$ cat src/rtl/bp_be_pkg.sv
// rtl/bp_be_pkg.sv - shared types, widths and helpers for the BE MMU command queue
package bp_be_pkg;

    localparam int dword_width_gp  = 64;
    localparam int mem_op_width_gp = 4;

    typedef enum logic [mem_op_width_gp-1:0] {
        e_lb  = 4'd0,
        e_lh  = 4'd1,
        e_lw  = 4'd2,
        e_ld  = 4'd3,
        e_lbu = 4'd4,
        e_lhu = 4'd5,
        e_lwu = 4'd6,
        e_sb  = 4'd7,
        e_sh  = 4'd8,
        e_sw  = 4'd9,
        e_sd  = 4'd10
    } bp_be_mem_op_e;

    typedef enum logic [1:0] {
        e_ready = 2'd0,
        e_issue = 2'd1,
        e_wait  = 2'd2,
        e_miss  = 2'd3
    } bp_be_mmu_state_e;

    function automatic int bp_be_mmu_cmd_width(input int vaddr_width);
        return mem_op_width_gp + dword_width_gp + vaddr_width;
    endfunction

    function automatic int bp_be_mmu_resp_width();
        return dword_width_gp + 1;
    endfunction

    function automatic logic [1:0] bp_be_mem_op_size(input bp_be_mem_op_e op);
        case (op)
            e_lb, e_lbu, e_sb: return 2'd0;
            e_lh, e_lhu, e_sh: return 2'd1;
            e_lw, e_lwu, e_sw: return 2'd2;
            default:           return 2'd3;
        endcase
    endfunction

endpackage

`define BP_BE_DECLARE_MMU_STRUCTS(vaddr_width_mp) \
    typedef struct packed { \
        bp_be_pkg::bp_be_mem_op_e     mem_op; \
        logic [63:0]                  data; \
        logic [vaddr_width_mp-1:0]    vaddr; \
    } bp_be_mmu_cmd_s; \
    typedef struct packed { \
        logic cache_miss_v; \
    } bp_be_mmu_exception_s; \
    typedef struct packed { \
        logic [63:0]          data; \
        bp_be_mmu_exception_s exception; \
    } bp_be_mmu_resp_s;

$ cat src/rtl/bp_be_mmu_cmd_fifo.sv
// rtl/bp_be_mmu_cmd_fifo.sv - circular command storage with head/tail pointers and occupancy count
module bp_be_mmu_cmd_fifo
  #(parameter int width_p = 8
   ,parameter int els_p   = 4
   ,localparam int ptr_width_lp   = $clog2(els_p)
   ,localparam int count_width_lp = $clog2(els_p+1))
  (input  logic                      clk_i
  ,input  logic                      reset_n_i
  ,input  logic                      clear_i
  ,input  logic                      push_i
  ,input  logic [width_p-1:0]        data_i
  ,input  logic                      pop_i
  ,output logic [width_p-1:0]        data_o
  ,output logic                      full_o
  ,output logic [count_width_lp-1:0] count_o);

  logic [width_p-1:0]        r_mem [els_p];
  logic [ptr_width_lp-1:0]   r_head;
  logic [ptr_width_lp-1:0]   r_tail;
  logic [count_width_lp-1:0] r_count;
  logic                      w_push;
  logic                      w_pop;

  // Pointers wrap at els_p, which need not be a power of two
  function automatic logic [ptr_width_lp-1:0] next_ptr(input logic [ptr_width_lp-1:0] p);
    return (p == ptr_width_lp'(els_p-1)) ? '0 : p + 1'b1;
  endfunction

  assign full_o  = (r_count == count_width_lp'(els_p));
  assign w_push  = push_i & ~full_o & ~clear_i;
  assign w_pop   = pop_i & (r_count != '0) & ~clear_i;
  assign data_o  = r_mem[r_head];
  assign count_o = r_count;

  // Entry storage; contents need no reset since count gates visibility
  always_ff @(posedge clk_i) begin
    if (w_push) r_mem[r_tail] <= data_i;
  end

  // Pointer and occupancy update; clear empties the queue outright
  always_ff @(posedge clk_i) begin
    if (!reset_n_i || clear_i) begin
      r_head  <= '0;
      r_tail  <= '0;
      r_count <= '0;
    end else begin
      if (w_push) r_tail <= next_ptr(r_tail);
      if (w_pop)  r_head <= next_ptr(r_head);
      case ({w_push, w_pop})
        2'b10:   r_count <= r_count + 1'b1;
        2'b01:   r_count <= r_count - 1'b1;
        default: r_count <= r_count;
      endcase
    end
  end

endmodule

$ cat src/rtl/bp_be_mmu_cmd_queue.sv
// rtl/bp_be_mmu_cmd_queue.sv - mmu command queue issuing to D$ with miss replay; BP_BE_MISALIGN_CHECK_EN enables alignment faults
module bp_be_mmu_cmd_queue
    import bp_be_pkg::*;
    #(parameter int vaddr_width_p = 39
     ,parameter int els_p         = 4
     ,localparam int mmu_cmd_width_lp  = bp_be_mmu_cmd_width(vaddr_width_p)
     ,localparam int mmu_resp_width_lp = bp_be_mmu_resp_width()
     ,localparam int count_width_lp    = $clog2(els_p+1))
    (input  logic                         clk_i
    ,input  logic                         reset_n_i
    ,input  logic [mmu_cmd_width_lp-1:0]  mmu_cmd_i
    ,input  logic                         mmu_cmd_v_i
    ,output logic                         mmu_cmd_ready_o
    ,output logic                         overflow_o
    ,output logic [mmu_cmd_width_lp-1:0]  dcache_cmd_o
    ,output logic                         dcache_cmd_v_o
    ,input  logic                         dcache_cmd_ready_i
    ,input  logic [63:0]                  dcache_resp_data_i
    ,input  logic                         dcache_resp_v_i
    ,input  logic                         dcache_resp_miss_i
    ,input  logic                         fill_done_i
    ,input  logic                         flush_i
    ,output logic [mmu_resp_width_lp-1:0] mmu_resp_o
    ,output logic                         mmu_resp_v_o
    ,output logic                         misalign_o
    ,output logic [count_width_lp-1:0]    count_o);

    `BP_BE_DECLARE_MMU_STRUCTS(vaddr_width_p)

    bp_be_mmu_state_e            r_state;
    bp_be_mmu_state_e            w_state_n;
    logic                        r_flush_pend;
    logic                        w_flush_pend_n;
    logic [mmu_cmd_width_lp-1:0] w_head_raw;
    logic                        w_full;
    logic                        w_push;
    logic                        w_pop;
    logic                        w_clear;
    logic                        w_cmd_v;
    logic                        w_resp_v;
    bp_be_mmu_resp_s             w_resp;
    logic                        w_more_than_one;

    assign w_push          = mmu_cmd_v_i & ~w_full & ~flush_i;
    assign mmu_cmd_ready_o = ~w_full;
    assign overflow_o      = reset_n_i & mmu_cmd_v_i & w_full;
    assign w_more_than_one = (count_o > count_width_lp'(1));

    bp_be_mmu_cmd_fifo
        #(.width_p(mmu_cmd_width_lp)
         ,.els_p  (els_p))
        u_fifo
            (.clk_i    (clk_i)
            ,.reset_n_i(reset_n_i)
            ,.clear_i  (w_clear)
            ,.push_i   (w_push)
            ,.data_i   (mmu_cmd_i)
            ,.pop_i    (w_pop)
            ,.data_o   (w_head_raw)
            ,.full_o   (w_full)
            ,.count_o  (count_o));

`ifdef BP_BE_MISALIGN_CHECK_EN
    bp_be_mmu_cmd_s w_head;
    logic           w_misaligned;
    logic           w_misalign_n;
    logic           r_misalign_v;

    assign w_head = w_head_raw;

    always_comb begin
        case (bp_be_mem_op_size(w_head.mem_op))
            2'd0:    w_misaligned = 1'b0;
            2'd1:    w_misaligned = w_head.vaddr[0];
            2'd2:    w_misaligned = |w_head.vaddr[1:0];
            default: w_misaligned = |w_head.vaddr[2:0];
        endcase
    end

    always_ff @(posedge clk_i) begin
        if (!reset_n_i) r_misalign_v <= 1'b0;
        else            r_misalign_v <= w_misalign_n;
    end

    assign misalign_o   = r_misalign_v;
    assign mmu_resp_v_o = w_resp_v | r_misalign_v;
`else
    assign misalign_o   = 1'b0;
    assign mmu_resp_v_o = w_resp_v;
`endif

    assign dcache_cmd_o   = w_head_raw;
    assign dcache_cmd_v_o = w_cmd_v;
    assign mmu_resp_o     = w_resp;

    always_ff @(posedge clk_i) begin
        if (!reset_n_i) begin
            r_state      <= e_ready;
            r_flush_pend <= 1'b0;
        end else begin
            r_state      <= w_state_n;
            r_flush_pend <= w_flush_pend_n;
        end
    end

    always_comb begin
        w_state_n      = r_state;
        w_flush_pend_n = r_flush_pend;
        w_pop          = 1'b0;
        w_clear        = 1'b0;
        w_cmd_v        = 1'b0;
        w_resp_v       = 1'b0;
        w_resp         = '0;
`ifdef BP_BE_MISALIGN_CHECK_EN
        w_misalign_n   = 1'b0;
`endif
        case (r_state)
            e_ready: begin
                if (flush_i)            w_clear   = 1'b1;
                else if (count_o != '0) w_state_n = e_issue;
            end
            e_issue: begin
`ifdef BP_BE_MISALIGN_CHECK_EN
                if (w_misaligned) begin
                    w_pop        = 1'b1;
                    w_misalign_n = 1'b1;
                    if (flush_i) begin
                        w_clear   = 1'b1;
                        w_state_n = e_ready;
                    end else begin
                        w_state_n = w_more_than_one ? e_issue : e_ready;
                    end
                end else
`endif
                begin
                    w_cmd_v = 1'b1;
                    if (dcache_cmd_ready_i) begin
                        w_state_n      = e_wait;
                        w_flush_pend_n = r_flush_pend | flush_i;
                    end else if (flush_i) begin
                        w_clear   = 1'b1;
                        w_state_n = e_ready;
                    end
                end
            end
            e_wait: begin
                w_flush_pend_n = r_flush_pend | flush_i;
                if (dcache_resp_v_i) begin
                    w_resp_v = 1'b1;
                    if (dcache_resp_miss_i) begin
                        w_resp.exception.cache_miss_v = 1'b1;
                        w_state_n = e_miss;
                    end else begin
                        w_resp.data = dcache_resp_data_i;
                        w_pop       = 1'b1;
                        w_state_n   = w_more_than_one ? e_issue : e_ready;
                    end
                    if (w_flush_pend_n) begin
                        w_clear        = 1'b1;
                        w_flush_pend_n = 1'b0;
                        w_state_n      = e_ready;
                    end
                end
            end
            e_miss: begin
                w_flush_pend_n = r_flush_pend | flush_i;
                if (fill_done_i) begin
                    w_state_n = e_issue;
                    if (w_flush_pend_n) begin
                        w_clear        = 1'b1;
                        w_flush_pend_n = 1'b0;
                        w_state_n      = e_ready;
                    end
                end
            end
            default: w_state_n = e_ready;
        endcase
    end

endmodule
$ cat config.mk
export PLATFORM = sky130hd
export DESIGN_NAME = bp_be_mmu_cmd_queue
export DESIGN_NICKNAME = d
export VERILOG_FILES = /design/src/rtl/bp_be_pkg.sv /design/src/rtl/bp_be_mmu_cmd_fifo.sv /design/src/rtl/bp_be_mmu_cmd_queue.sv
export SDC_FILE = /design/constraint.sdc
export NUM_CORES = 1
export LEC_CHECK = 0
export CAP_MARGIN = 0
export CORE_ASPECT_RATIO = 1.5
export CORE_MARGIN = 2
export CORE_UTILIZATION = 51
export DETAILED_ROUTE_END_ITERATION = 10
export PLACE_DENSITY = 0.78
export REMOVE_ABC_BUFFERS = 1
export SYNTH_ARGS = -nofsm -noshare
export SYNTH_HDL_FRONTEND = slang
export SYNTH_SLANG_ARGS = --single-unit
export TNS_END_PERCENT = 100
$ cat constraint.sdc
create_clock -name clk_i -period 5.8 [get_ports clk_i]
set_input_delay 1.16 -clock clk_i [delete_from_list [all_inputs] [get_ports clk_i]]
set_output_delay 1.16 -clock clk_i [all_outputs]
set_load 0.01 [all_outputs]
==> impl_metrics.py, run 1 <==
metrics = {
    "status": {
        "status": "finished, final reports clean",
    },
    "synthesis": {
        "synth_edf_count": 428,
        "yosysSeqAreaShare": 0.789,
        "avgSynthCellArea_um2": 23.1,
        "synth_compound_area_frac": 0.00618,
        "yosys.area_share.simple": 0.0354,
        "syn_inst": 719,
        "netlist_area_um2": 16600,
        "synthTopCellsByArea": "edfxtp_1, mux4_2, and2_1, dfxtp_1, ha_1",
        "synth-xor-area-share": 0.00158,
        "yosysWarnings": 0,
        "synthArstFlopShare": 0,
        "synthFlopType": "edfxtp_1",
        "synth_top_area_share": 0.775,
        "synth_cell_types": 35,
        "synth_top_area_cell": "edfxtp_1",
        "synth_mux_area_frac": 0.149,
        "ys_seq_elements": 440,
        "synth_fa_ha_area_frac": 0.00754,
        "synth_top_family_by_area": "multiplexers",
    },
    "place": {
        "place_ws_ns": 1.21,
        "hpwlAfterDp_um": 24300,
        "post-place-cells": 1464,
        "place_area_um2": 20700,
        "place_congestion": 0.862,
        "port_buffers": 357,
    },
    "drt": {
        "drc": 0,
        "vias_per_cell": 5.54,
        "wl_per_cell_um": 24.3,
        "via_count": 8524,
        "drt_first_iter_violations": 448,
        "wl_um": 37400,
        "drtPass1Iterations": 6,
        "ant_nets": 0,
    },
    "sta": {
        "worstMarginPinSlew_ns": 1.01,
        "max_clock_freq_ghz": 0.218,
        "period_share": 0.790,
        "relSlewSlack": 0.326,
        "rsz0062_at_grt": "no",
        "hold_viol_final": 0,
        "setup_slack_ns": 1.22,
        "clock_skew_ns": 0.0199,
        "setup_viol": 0,
        "post-route-min-period_ns": 4.58,
        "drv_slew": 0,
    },
    "power": {
        "powerDensity_nw_per_um2": 298,
        "p_sw_mw": 1.32,
        "combPwrFrac": 0.063,
        "pwr-share-clk": 0.392,
        "internal_power_mw": 5.23,
        "power.total_mw": 6.55,
        "ir_worst_vdd_uv": 215,
        "switching_share": 0.201,
        "p_leak_nw": 7.03,
        "power_frac_seq": 0.545,
    },
    "global_route": {
        "grt_overflow": 0,
        "grt_max_degree": 67,
        "grt_pass1_vias": 9147,
        "grt_pass1_wl_um": 54600,
        "grt_usage": 0.223,
        "grt_antenna_before_repair": 4,
    },
    "worst_setup_path": {
        "required_ns": 4.64,
        "cp.arrival_ns": 3.42,
        "crit_path_end_kind": "output port",
        "r2r_cells": 7,
        "critical_path.max_fanout": 65,
        "regToRegEndpoint": "u_fifo.r_mem[1][7]",
        "startpoint_type": "input pin",
        "critPathKind": "in -> out",
        "reg2reg_slack_ns": 2.70,
        "r2r-start": "u_fifo.count_o[0]",
    },
    "cells_and_area": {
        "fillers": 2014,
        "seq_area_um2": 13100,
        "stdcell_count": 1539,
        "syn_to_final_growth_pct": 32.5,
        "multi_input_area_um2": 3340,
        "drive_above_1_share": 0.171,
        "fin_area_um2": 22000,
        "nNetsFinal": 1286,
    },
    "clock_network": {
        "clk_pin_slew_ns": 0.06,
        "root_buffer": "clkbuf_16",
        "tritoncts": "yes",
        "htreeDepth": 2,
        "clk_latency_ns": 0.55,
        "cts_buffer_depth": 3,
        "cts_buffers": 41,
        "post_cts_resize_count": 0,
        "hold_buffers": 0,
        "cts_setup_buffers": 0,
        "cts_sinks": 440,
    },
    "floorplanning": {
        "core_um2": 31900,
        "die_w_um": 151,
        "initial_core_util": 0.520,
        "dieArea_um2": 34000,
        "io_pins": 359,
        "rows": 80,
        "chipHeight_um": 225,
    },
    "worst_hold_path": {
        "min_path_cells": 2,
        "min_from": "u_fifo.r_head[0]",
        "hold_class": "reg -> reg",
    },
    "flow_run": {
        "drv_cap": 0,
    },
}
registers in the layout, summed over array words and instances, names as in the netlist, named ones only:
| signal | flops |
|---|---|
| r_flush_pend | 1 |
| r_state | 2 |
| u_fifo.count_o | 3 |
| u_fifo.r_head | 2 |
| u_fifo.r_mem | 428 |
| u_fifo.r_tail | 2 |
how the worst max path moves through the flow:
stage	from	endpoint	depth (start not counted)
floorplan	flip-flop	dcache_cmd_o[0]	1
global placement	dcache_resp_miss_i	mmu_resp_o[58]	4
detailed placement	dcache_resp_miss_i	mmu_resp_o[56]	4
CTS	dcache_resp_miss_i	mmu_resp_o[56]	4
global route	dcache_resp_miss_i	mmu_resp_o[56]	4
finish	dcache_resp_miss_i	mmu_resp_o[56]	4
stage by stage:
| stage | utilization | hold slack [ns] | TNS (ns) |
|---|---|---|---|
| finish | 0.689 | 0.492 | 0 |
| global route | 0.689 | 0.527 | 0 |
| CTS | 0.688 | 0.496 | 0 |
| detailed placement | 0.648 | 0.477 | 0 |
| global placement | 0.648 | 0.467 | 0 |
| floorplan | - | 0.460 | -53.00 |
layout by cell type, fill, tap and decap left out, types with 3 or more instances in the layout:
cell | Yosys | final
nand2_1 | 8 | 8
dfxtp_1 | 12 | 10
inv_1 | 5 | 5
bufinv_16 | 0 | 3
ha_1 | 10 | 10
inv_6 | 0 | 3
mux4_2 | 107 | 107
and2_4 | 0 | 4
nor2_1 | 11 | 11
clkinv_4 | 0 | 3
edfxtp_1 | 428 | 428
clkbuf_16 | 0 | 41
o21ai_0 | 3 | 3
clkinv_1 | 0 | 7
buf_12 | 0 | 5
clkdlybuf4s50_1 | 0 | 357
clkinv_2 | 0 | 10
buf_4 | 4 | 6
and2_1 | 69 | 65
mux2i_1 | 4 | 4
clkbuf_1 | 13 | 3
a21oi_1 | 4 | 4
worst max-delay path: stages:
cell and delay (ns):
clkdlybuf4s50_1 0.46, and4bb_2 0.99, and2_1 0.24, clkdlybuf4s50_1 0.55
area by class of cell:
class,count,area share
clock inverter,29,0.0118
multi-input combinational,241,0.152
clock buffer,44,0.0472
sequential,440,0.596
antenna,2,0.000228
timing repair buffer,368,0.169
inverter,5,0.000854
tap,410,0.0233
cells in the mapped netlist (3+ instances only):
cell,count
mux4_2,107
ha_1,10
nor2_1,11
o21ai_0,3
clkbuf_1,13
buf_4,4
a21oi_1,4
buf_2,13
buf_1,3
dfxtp_1,12
inv_1,5
and2_1,69
edfxtp_1,428
nand2_1,8
mux2i_1,4
layer usage:
metal | vias up | GRT usage | wire length (um)
met4 | 2 | 0.0856 | 1310
met1 | 4326 | 0.270 | 13500
met2 | 404 | 0.391 | 20000
met3 | 65 | 0.0464 | 2560
met5 | - | 0 | 9
li1 | 3727 | - | -
power groups by stage:
stage	sequential, mW	clock [mW]	combinational, mW
after global placement	3.63	0	0.407
after detailed placement	3.64	0	0.414
after floorplan	3.64	0	0.129
after global routing	3.57	2.74	0.440
final	3.57	2.57	0.411
after CTS	3.57	2.63	0.417
kinds of logic (layout without fill, tap and decap cells):
group | count (synthesis) | after routing
compound gates | 14 | 14
xor+xnor | 3 | 3
fa+ha+maj | 10 | 10
buf+inv | 38 | 446
flops | 440 | 440
mux | 113 | 113
other cells | 1 | 3
simple gates | 100 | 100
Power figures use the tool's default switching activity.
==> run 2: changes to the inputs <==
==> constraint.sdc (replaced) <==
create_clock -name clk_i -period 4.55 [get_ports clk_i]
set_input_delay 0.91 -clock clk_i [delete_from_list [all_inputs] [get_ports clk_i]]
set_output_delay 0.91 -clock clk_i [all_outputs]
set_load 0.01 [all_outputs]
==> run 2 against run 1 <==
Against the previous run: clock power increased by 29%; cell count increased by 0.58%; global-route usage about the same; critical path type unchanged; largest cell class unchanged; highest routed layer unchanged.
==> impl_metrics.py, run 2 (synthesis results as in run 1) <==
metrics = {
    "clock_network": {
        "post_cts_resize_count": 0,
        "tritoncts": "yes",
        "hold_buffers": 0,
        "root_buffer": "clkbuf_16",
        "clk_latency_ns": 0.54,
        "cts_buffer_depth": 3,
        "clk_pin_slew_ns": 0.06,
        "cts_sinks": 440,
        "htreeDepth": 2,
        "cts_buffers": 40,
        "cts_setup_buffers": 0,
    },
    "drt": {
        "drtPass1Iterations": 4,
        "vias_per_cell": 5.48,
        "wl_um": 37200,
        "drt_first_iter_violations": 408,
        "drc": 0,
        "wl_per_cell_um": 24.1,
        "via_count": 8489,
        "ant_nets": 0,
    },
    "sta": {
        "max_clock_freq_ghz": 0.266,
        "setup_tns_ns": 0,
        "relSlewSlack": 0.526,
        "post-route-min-period_ns": 3.76,
        "period_share": 0.827,
        "hold_viol_final": 0,
        "setup_viol": 0,
        "drv_slew": 0,
        "clock_skew_ns": 0.0202,
        "rsz0062_at_grt": "no",
        "worstMarginPinSlew_ns": 0.710,
    },
    "worst_setup_path": {
        "cpLargestDelayFamily": "buffers and inverters",
        "slowest_delay_ns": 0.54,
        "cp_common_cell": "clkdlybuf4s50_1",
        "startpoint_type": "input pin",
        "r2r_cells": 7,
        "critPathSlowestCell": "clkdlybuf4s50_1",
        "crit_path_end_kind": "output port",
        "critPathKind": "in -> out",
        "cp_cell_sequence": "clkdlybuf4s50_1 -> and4bb_2 -> buf_4 -> and2_1 -> clkdlybuf4s50_1",
        "crit_cells": 5,
        "cp.arrival_ns": 2.85,
        "required_ns": 3.64,
        "path_buf_inv": 3,
        "critical_path.max_fanout": 65,
    },
    "power": {
        "p_leak_nw": 7.08,
        "powerDensity_nw_per_um2": 379,
        "ir_worst_vdd_uv": 369,
    },
    "floorplanning": {
        "die_w_um": 151,
        "io_pins": 359,
        "chipHeight_um": 225,
        "dieArea_um2": 34000,
        "initial_core_util": 0.520,
        "core_um2": 31900,
        "rows": 80,
    },
    "cells_and_area": {
        "fillers": 1997,
        "nNetsFinal": 1290,
        "syn_to_final_growth_pct": 33.3,
        "final_cell_mix": "edfxtp_1, clkdlybuf4s50_1, mux4_2, and2_1, clkbuf_16",
        "final_common_cell": "edfxtp_1",
        "drive_above_1_share": 0.171,
        "regMostFlops": "u_fifo.r_mem",
        "largest_reg_flops": 428,
        "fin_area_um2": 22100,
    },
    "worst_hold_path": {
        "hold_class": "reg -> reg",
        "min_path_cells": 2,
    },
    "global_route": {
        "grt_pass1_wl_um": 54600,
        "grt_usage": 0.222,
        "grt_overflow": 0,
        "grt_pass1_vias": 9074,
        "grt_max_degree": 66,
        "grt_antenna_before_repair": 9,
    },
    "place": {
        "hpwlAfterDp_um": 25400,
        "place_congestion": 0.904,
        "place_area_um2": 20800,
        "port_buffers": 357,
    },
    "flow_run": {
        "drv_cap": 0,
    },
    "status": {
        "status": "finished, final reports clean",
    },
}
run 2: cell count changes in the layout (fill, tap and decap cells not counted), sizes merged:
| cell | previous run | this run |
|---|---|---|
| diode | 2 | 5 |
| bufinv | 3 | 4 |
| clkbuf | 44 | 53 |
| buf | 11 | 16 |
| clkinv | 22 | 15 |
| inv | 8 | 6 |
run 2: where the power goes:
group / internal [mW] / total [mW] / switching [mW]
Clock: 1.93 / 3.31 / 1.38
Combinational: 0.314 / 0.528 / 0.215
Sequential: 4.52 / 4.55 / 0.0288
run 2: routing by layer:
metal / global-route usage / vias to the layer above / wire length [um]
met2: 0.392 / 379 / 20100
li1: - / 3729 / -
met1: 0.274 / 4323 / 13600
met4: 0.0748 / 2 / 1010
met5: 0 / - / 10
met3: 0.0453 / 56 / 2470
run 2: path summary, 6_finish.rpt:
path / from / to / slack [ns]
max: dcache_resp_miss_i / mmu_resp_o[32] / 0.79
min: u_fifo.r_head[0] / u_fifo.r_head[0] / 0.50
max reg2reg: u_fifo.count_o[0] / u_fifo.r_mem[1][70] / 1.66
min reg2reg: u_fifo.r_head[0] / u_fifo.r_head[0] / 0.50
run 2: cell type report:
class	instances	area [um2]	area share
Sequential cell	440	13100	0.592
Timing Repair Buffer	373	3820	0.173
Multi-Input combinational cell	241	3340	0.151
Clock buffer	53	1090	0.0494
Tap cell	410	513	0.0232
Clock inverter	21	221	0.0100
Inverter	5	18.8	0.000849
Antenna cell	5	12.5	0.000566
run 2: worst reg2reg max path, stage by stage (launching register included):
cell and delay (ns):
dfxtp_1 0.46, inv_1 0.11, ha_1 0.22, nand2_1 0.12, nand3b_1 0.19, a31oi_1 0.43
and2_4 0.54, buf_4 0.44
run 2: stage by stage:
step	setup slack [ns]	util	std cells	power [mW]	hold slack, ns
2_1_floorplan	-1.50	-	686	4.80	0.460
3_3_place_gp	0.818	0.651	1469	5.15	0.466
3_5_place_dp	0.765	0.651	1469	5.17	0.476
4_1_cts	0.750	0.692	1543	8.46	0.498
5_1_grt	0.650	0.692	1547	8.65	0.530
6_report	0.786	0.693	1548	8.39	0.503
==> run 3: changes to the inputs <==
==> constraint.sdc (replaced) <==
create_clock -name clk_i -period 3.65 [get_ports clk_i]
set_input_delay 0.73 -clock clk_i [delete_from_list [all_inputs] [get_ports clk_i]]
set_output_delay 0.73 -clock clk_i [all_outputs]
set_load 0.01 [all_outputs]
==> run 3 against run 2 <==
Against the previous run: die area stayed put; first-iteration DRC count is 13% higher; sequential share of layout area is 0.080 points lower; critical path type is now reg -> out; largest power group unchanged; highest routed layer unchanged.
==> impl_metrics.py, run 3 (synthesis results as in run 1) <==
metrics = {
    "status": {
        "status": "finished, final reports clean",
    },
    "place": {
        "place_congestion": 0.863,
        "post-place-cells": 1469,
        "hpwlAfterDp_um": 24500,
        "port_buffers": 357,
    },
    "drt": {
        "ant_nets": 0,
        "vias_per_cell": 5.47,
        "drc": 0,
        "via_count": 8457,
        "drtPass1Iterations": 4,
        "drt_first_iter_violations": 462,
        "wl_per_cell_um": 23.9,
        "wl_um": 36900,
    },
    "worst_hold_path": {
        "hold_class": "reg -> reg",
    },
    "clock_network": {
        "cts_sinks": 440,
        "root_buffer": "clkbuf_16",
        "post_cts_resize_count": 0,
        "cts_buffers": 40,
        "cts_setup_buffers": 0,
        "hold_buffers": 0,
        "htreeDepth": 2,
        "clk_pin_slew_ns": 0.06,
        "clk_latency_ns": 0.55,
        "cts_buffer_depth": 3,
        "tritoncts": "yes",
    },
    "power": {
        "powerDensity_nw_per_um2": 472,
        "ir_worst_vdd_uv": 449,
        "p_leak_nw": 7.07,
    },
    "cells_and_area": {
        "syn_to_final_growth_pct": 33.5,
        "final_common_cell": "edfxtp_1",
        "nNetsFinal": 1290,
        "drive_above_1_share": 0.173,
        "regMostFlops": "u_fifo.r_mem",
        "largest_reg_flops": 428,
        "final_cell_mix": "edfxtp_1, clkdlybuf4s50_1, mux4_2, and2_1, clkbuf_16",
        "stdcell_count": 1546,
    },
    "worst_setup_path": {
        "r2r-start": "u_fifo.count_o[0]",
        "startpoint_type": "flip-flop",
        "critical_path.max_fanout": 66,
        "regToRegEndpoint": "u_fifo.r_mem[2][27]",
        "crit_end": "dcache_cmd_o[86]",
        "cp.arrival_ns": 2.52,
        "r2r_cells": 7,
        "reg2reg_slack_ns": 0.99,
        "required_ns": 2.92,
        "crit_path_end_kind": "output port",
        "critPathKind": "reg -> out",
    },
    "sta": {
        "max_clock_freq_ghz": 0.307,
        "relSlewSlack": 0.632,
        "period_share": 0.891,
        "hold_viol_final": 0,
        "drv_slew": 0,
        "worstMarginPinSlew_ns": 0.552,
        "setup_viol": 0,
        "rsz0062_at_grt": "no",
        "post-route-min-period_ns": 3.25,
        "clock_skew_ns": 0.0213,
        "fin_hold_ws_ns": 0.508,
    },
    "floorplanning": {
        "io_pins": 359,
        "core_um2": 31900,
        "dieArea_um2": 34000,
        "die_w_um": 151,
        "chipHeight_um": 225,
        "initial_core_util": 0.520,
        "rows": 80,
    },
    "global_route": {
        "grt_max_degree": 79,
        "grt_pass1_wl_um": 53800,
        "grt_usage": 0.220,
        "grt_antenna_before_repair": 9,
        "grt_overflow": 0,
        "grt_pass1_vias": 8840,
    },
    "flow_run": {
        "drv_cap": 0,
    },
}
[run 3: how the worst min path moves through the flow]
stage                           from                to  slack [ns]  cells past startpoint
CTS                 u_fifo.r_tail[0]  u_fifo.r_tail[0]        0.51                      2
finish              u_fifo.r_tail[0]  u_fifo.r_tail[0]        0.51                      2
floorplan           u_fifo.r_head[0]         flip-flop        0.46                      2
global placement    u_fifo.r_tail[0]  u_fifo.r_tail[0]        0.50                      2
global route        u_fifo.r_tail[0]  u_fifo.r_tail[0]        0.55                      2
detailed placement  u_fifo.r_tail[0]  u_fifo.r_tail[0]        0.50                      2
[run 3: stage by stage]
step / setup TNS (ns) / setup slack [ns] / area, um2 / total power, mW / util
CTS: 0 / 0.373 / 22100 / 10.6 / 0.693
detailed placement: 0 / 0.412 / 20800 / 6.44 / 0.652
global placement: 0 / 0.461 / 20800 / 6.42 / 0.652
floorplan: -509.20 / -2.22 / 16400 / 5.98 / -
finish: 0 / 0.396 / 22100 / 10.5 / 0.693
global route: 0 / 0.318 / 22100 / 10.8 / 0.693
[run 3: final cells by class]
cell class                      instances  area, um2
Sequential cell                       440      13100
Fill cell                            1961       9790
Timing Repair Buffer                  373       3860
Multi-Input combinational cell        241       3340
Clock buffer                           46       1040
Tap cell                              410        513
Clock inverter                         27        264
Inverter                                5       18.8
Antenna cell                            4       10.0
[run 3: power by group]
part	total, mW	switching (mW)	internal [mW]
combinational	0.658	0.265	0.393
clock	4.13	1.77	2.36
sequential	5.67	0.0345	5.63
total	10.5	2.07	8.39
[run 3: worst max-delay path, cell delays in order, from the launching register on]
cell,delay [ns]
dfxtp_4,0.54
buf_12,0.37
mux4_2,0.37
clkdlybuf4s50_1,0.59
[run 3: layer usage]
layer	up-vias	track usage	routed length, um
li1	3730	-	-
met1	4287	0.265	13100
met2	376	0.374	19600
met3	56	0.0619	2900
met4	8	0.0847	1210
met5	-	0	41
